## src/rtl/encode164_scan.sv

```systemverilog
// 16-to-4 scanning priority encoder: captures a request vector, then hands out one
// pending index per ready handshake. Define ENCODE164_LSB_PRIORITY_EN for bit-0-first order.
module encode164_scan (
  input  logic        clk,
  input  logic        rst,
  input  logic        en,
  input  logic        load,
  input  logic [15:0] x,
  input  logic        ready,
  output logic [3:0]  y,
  output logic        valid,
  output logic        busy,
  output logic        done,
  output logic        none
);

  typedef enum logic {
    IDLE = 1'b0,
    SCAN = 1'b1
  } state_t;

  state_t      state_r;
  logic [15:0] pending_r;
  logic [15:0] remaining_s;

  // Index of the highest-priority set bit; later loop iterations win.
  function automatic logic [3:0] prio_idx(input logic [15:0] v);
    logic [3:0] idx;
    idx = 4'd0;
`ifdef ENCODE164_LSB_PRIORITY_EN
    for (int i = 15; i >= 0; i--) begin
      if (v[i]) begin
        idx = 4'(i);
      end else begin
        idx = idx;
      end
    end
`else
    for (int i = 0; i < 16; i++) begin
      if (v[i]) begin
        idx = 4'(i);
      end else begin
        idx = idx;
      end
    end
`endif
    return idx;
  endfunction

  // Pending bits left once the index currently on y is consumed.
  always_comb begin
    remaining_s = pending_r & ~(16'h0001 << y);
  end

  // Control FSM with registered outputs; y always mirrors the priority index of pending_r in SCAN.
  always_ff @(posedge clk) begin
    if (rst) begin
      state_r   <= IDLE;
      pending_r <= 16'h0000;
      y         <= 4'b0000;
      valid     <= 1'b0;
      busy      <= 1'b0;
      done      <= 1'b0;
      none      <= 1'b0;
    end else if (!en) begin
      done <= 1'b0;
      none <= 1'b0;
    end else begin
      done <= 1'b0;
      none <= 1'b0;
      case (state_r)
        IDLE: begin
          if (load) begin
            if (x != 16'h0000) begin
              pending_r <= x;
              y         <= prio_idx(x);
              valid     <= 1'b1;
              busy      <= 1'b1;
              state_r   <= SCAN;
            end else begin
              none <= 1'b1;
            end
          end
        end
        SCAN: begin
          if (ready) begin
            pending_r <= remaining_s;
            if (remaining_s != 16'h0000) begin
              y <= prio_idx(remaining_s);
            end else begin
              valid   <= 1'b0;
              busy    <= 1'b0;
              done    <= 1'b1;
              state_r <= IDLE;
            end
          end
        end
        default: begin
          state_r   <= IDLE;
          pending_r <= 16'h0000;
          valid     <= 1'b0;
          busy      <= 1'b0;
        end
      endcase
    end
  end

endmodule

```

## config.mk

```make
export PLATFORM = sky130hd
export DESIGN_NAME = encode164_scan
export DESIGN_NICKNAME = d
export VERILOG_FILES = /design/src/rtl/encode164_scan.sv
export SDC_FILE = /design/constraint.sdc
export NUM_CORES = 1
export LEC_CHECK = 0
export ABC_CLOCK_PERIOD_IN_PS = 2550
export BUFFER_PORTS_ARGS = -buffer_cell sky130_fd_sc_hd__buf_2
export CAP_MARGIN = 40
export CORE_ASPECT_RATIO = 1.5
export CORE_MARGIN = 8
export CORE_UTILIZATION = 56
export DETAILED_ROUTE_END_ITERATION = 7
export PLACE_DENSITY = 0.78
export SLEW_MARGIN = 20
export SYNTH_ARGS = -nofsm -noshare
export SYNTH_HDL_FRONTEND = slang
export SYNTH_SLANG_ARGS = --single-unit
```

## constraint.sdc

```tcl
create_clock -name clk -period 2.55 [get_ports clk]
set_input_delay 0.51 -clock clk [delete_from_list [all_inputs] [get_ports clk]]
set_output_delay 0.51 -clock clk [all_outputs]
set_load 0.01 [all_outputs]
```

==> summary.md <==
| Metric | Value |
|---|---|
| # placed instances | a little under 300 |
| Data arrival, critical path | 2.50 ns |
| Worst Setup Start Kind | flop |
| DR vias | approximately 1.9k |
| Predominant post-synthesis flop cell | dfxtp_1 |
| Core footprint | 0.00310 mm² |
| Initial antenna violation count | 0 |
| Post-Syn Area per Cell | 7.70 µm² |
| Initial core utilization | 0.574 |
| Placer Congestion | around 0.92 |
| Largest net degree at the start of global routing | 24 |
| Worst vdd ir | between 400 and 500 µV |
| Crit Path Category | reg2reg |
| Post-route ant nets | 0 |
| Lkg Pwr | around 0.77 nW |
| Cell area after placement | a little under 0.002 mm² |
| Critical Path RT | 2.72 ns |
| DR WL/cell | 17.2 µm |
| Final period utilization | 0.917 |
| Vias in the first global route | ~1.8k |
| Cts hold-fix bufs | 0 |
| # port buffers | 28 |
| DP Wirelength | 3960 µm |
| Rows | 25 |
| Sink Count | 24 |
| Clock skew | approximately 0.0025 ns |
| First-pass GRT wire length | around 8600 µm |
| Outcome | finished clean |
| Layout Area Growth over Synthesis | 12.1% |
| PD cells | just over 500 mW/mm² |
| Unrepaired setup endpoints after global routing | no |
| Slew HR | 0.505 |
| Tot Pwr | 0.00102 W |
| Synth unique cells | just under 60 |
| Detailed Route WL | 5100 µm |
| Max clock buf depth | 2 |
| Layout cells sized above 1 | 0.219 |
| Total track usage | 0.207 |
| Worst hold path class | in2reg |
| Initial DRT Pass Iterations | 4 |
| Final Hold Fails | 0 |
| Latest clock arrival within the worst-skew pair | between 0.2 and 0.3 ns |
| Cts bufs inserted | 3 |
| Final instance area | around 0.0020 mm² |
| Minimum clock period | 2.34 ns |
| EDFF count, synth | 0 |
| Clock slew at reported path FFs | 0.09 ns |
| Slew of the pin with the lowest slew margin | 0.743 ns |
| Max-Cap Viols | 0 |
| Worst-path maximum fanout | 16 |
| Fin cells | 296 |
| Setup tns final | 0 ns |
| Root Buffer | clkbuf_8 |
| Post-synthesis sequential area ratio | 0.270 |
| Via-to-Cell Ratio | 6.35 |
| Synthesized instance count | approximately 230 |
| CP Capture Type | flop |
| Chip width | around 62 µm |
| Async set or reset register ratio after synthesis | 0 |
| CTS-repair resized insts | 0 |
| First DRT Iteration DRCs | 79 |
| Chip Height | roughly 85 µm |
| Yosys reg bits | 24 |
| H-tree depth | 1 |
| Post-CTS Setup Inserts | 0 |
| Hold_ws | roughly 0.48 ns |
| Ys Warns | 0 |
| Net count after synthesis | around 250 |
| Final setup vio count | 0 |
| IO Pins | 29 |
| Antenna diodes | 0 |
| Pins over their slew limit | 0 |
| CTS tree | done |
| Global route overflow | 0 |
| DRC | 0 |
| Die area | roughly 0.0053 mm² |
| Fill cells | 294 |
| Fmax | ~430 MHz |
| Final net count | 278 |
| Synthesized cell area | 0.00178 mm² |
[final timing paths]
check	depth (start not counted)	start	to	slack [ns]
max	5	y[2]	y[0]	0.21
min	3	x[0]	pending_r[0]	0.48
max reg2reg	5	y[2]	y[0]	0.21
min reg2reg	2	pending_r[0]	pending_r[0]	0.50
[kinds of logic (layout without fill, tap and decap cells)]
group | after synthesis | in the layout | share of synthesized area
AND/OR/NAND/NOR | 90 | 90 | 0.255
AO/OA/AOI/OAI | 88 | 88 | 0.361
flip-flops | 24 | 24 | 0.270
buffers and inverters | 21 | 46 | 0.0654
multiplexers | 8 | 8 | 0.0479
[through the flow]
step | util | setup WS [ns]
after floorplan | - | 0.544
after global routing | 0.644 | 0.0866
after CTS | 0.644 | 0.248
final | 0.644 | 0.213
after global placement | 0.626 | 0.269
after detailed placement | 0.626 | 0.275
[sequential cells by signal (all words and copies together), names as in the netlist]
register	count
done	1
state_r	1
y	4
none	1
busy	1
pending_r	16
[cell usage in the layout, fill, tap and decap left out, types with 5 or more instances in the layout]
| master | n |
|---|---|
| nand2_1 | 29 |
| buf_2 | 28 |
| dfxtp_1 | 24 |
| a21oi_1 | 23 |
| nor2_1 | 22 |
| o21ai_0 | 11 |
| buf_4 | 9 |
| mux2i_1 | 7 |
| nor2b_1 | 6 |
| nor3_1 | 6 |
| a31oi_1 | 5 |
[synthesized netlist by cell type (all sizes together), types with 2 or more instances]
cell	count	area (µm²)
nor3	7	40.0
o211ai	4	30.0
a21o	4	31.3
o21a	3	22.5
and3	4	25.0
a311oi	2	17.5
a22oi	4	30.0
inv	4	15.0
a31oi	5	31.3
or2	2	12.5
nor2	23	88.8
clkbuf	5	18.8
a31o	5	43.8
a311o	2	20.0
nand2b	2	12.5
a211oi	4	30.0
or4	2	15.0
buf	11	78.8
dfxtp	24	480
nand4	4	25.0
nand2	29	109
nand3	2	10.0
a21oi	25	133
o31a	3	26.3
nor2b	6	37.5
o21ai	11	55.1
o31ai	4	43.8
mux2i	7	70.1
[power breakdown]
part           internal, W  switching [W]
clock network     0.000138       0.000131
registers         0.000400      0.0000460
logic             0.000129       0.000172
[layer usage]
metal / wire length [µm] / vias up / track usage
li1: - / 916 / -
met1: 2050 / 863 / 0.253
met2: 2520 / 84 / 0.327
met3: 334 / 17 / 0.0318
met4: 185 / 0 / 0.110
met5: 0 / - / 0
[layout make-up]
cell class | count | area, µm² | area share
sequential | 24 | 480 | 0.241
timing repair buffer | 37 | 208 | 0.104
clock buffer | 4 | 55.1 | 0.0276
inverter | 5 | 18.8 | 0.00942
tap | 40 | 50.0 | 0.0251
multi-input combinational | 186 | 1180 | 0.593
[critical path, cell delays in order, from the launching register on]
cell and delay, ns:
dfxtp_1 0.75, inv_1 0.24, o31ai_1 0.57, o211ai_1 0.17, o21a_1 0.21, o31a_1 0.29
Note: power is estimated with default switching activity, not from simulation.
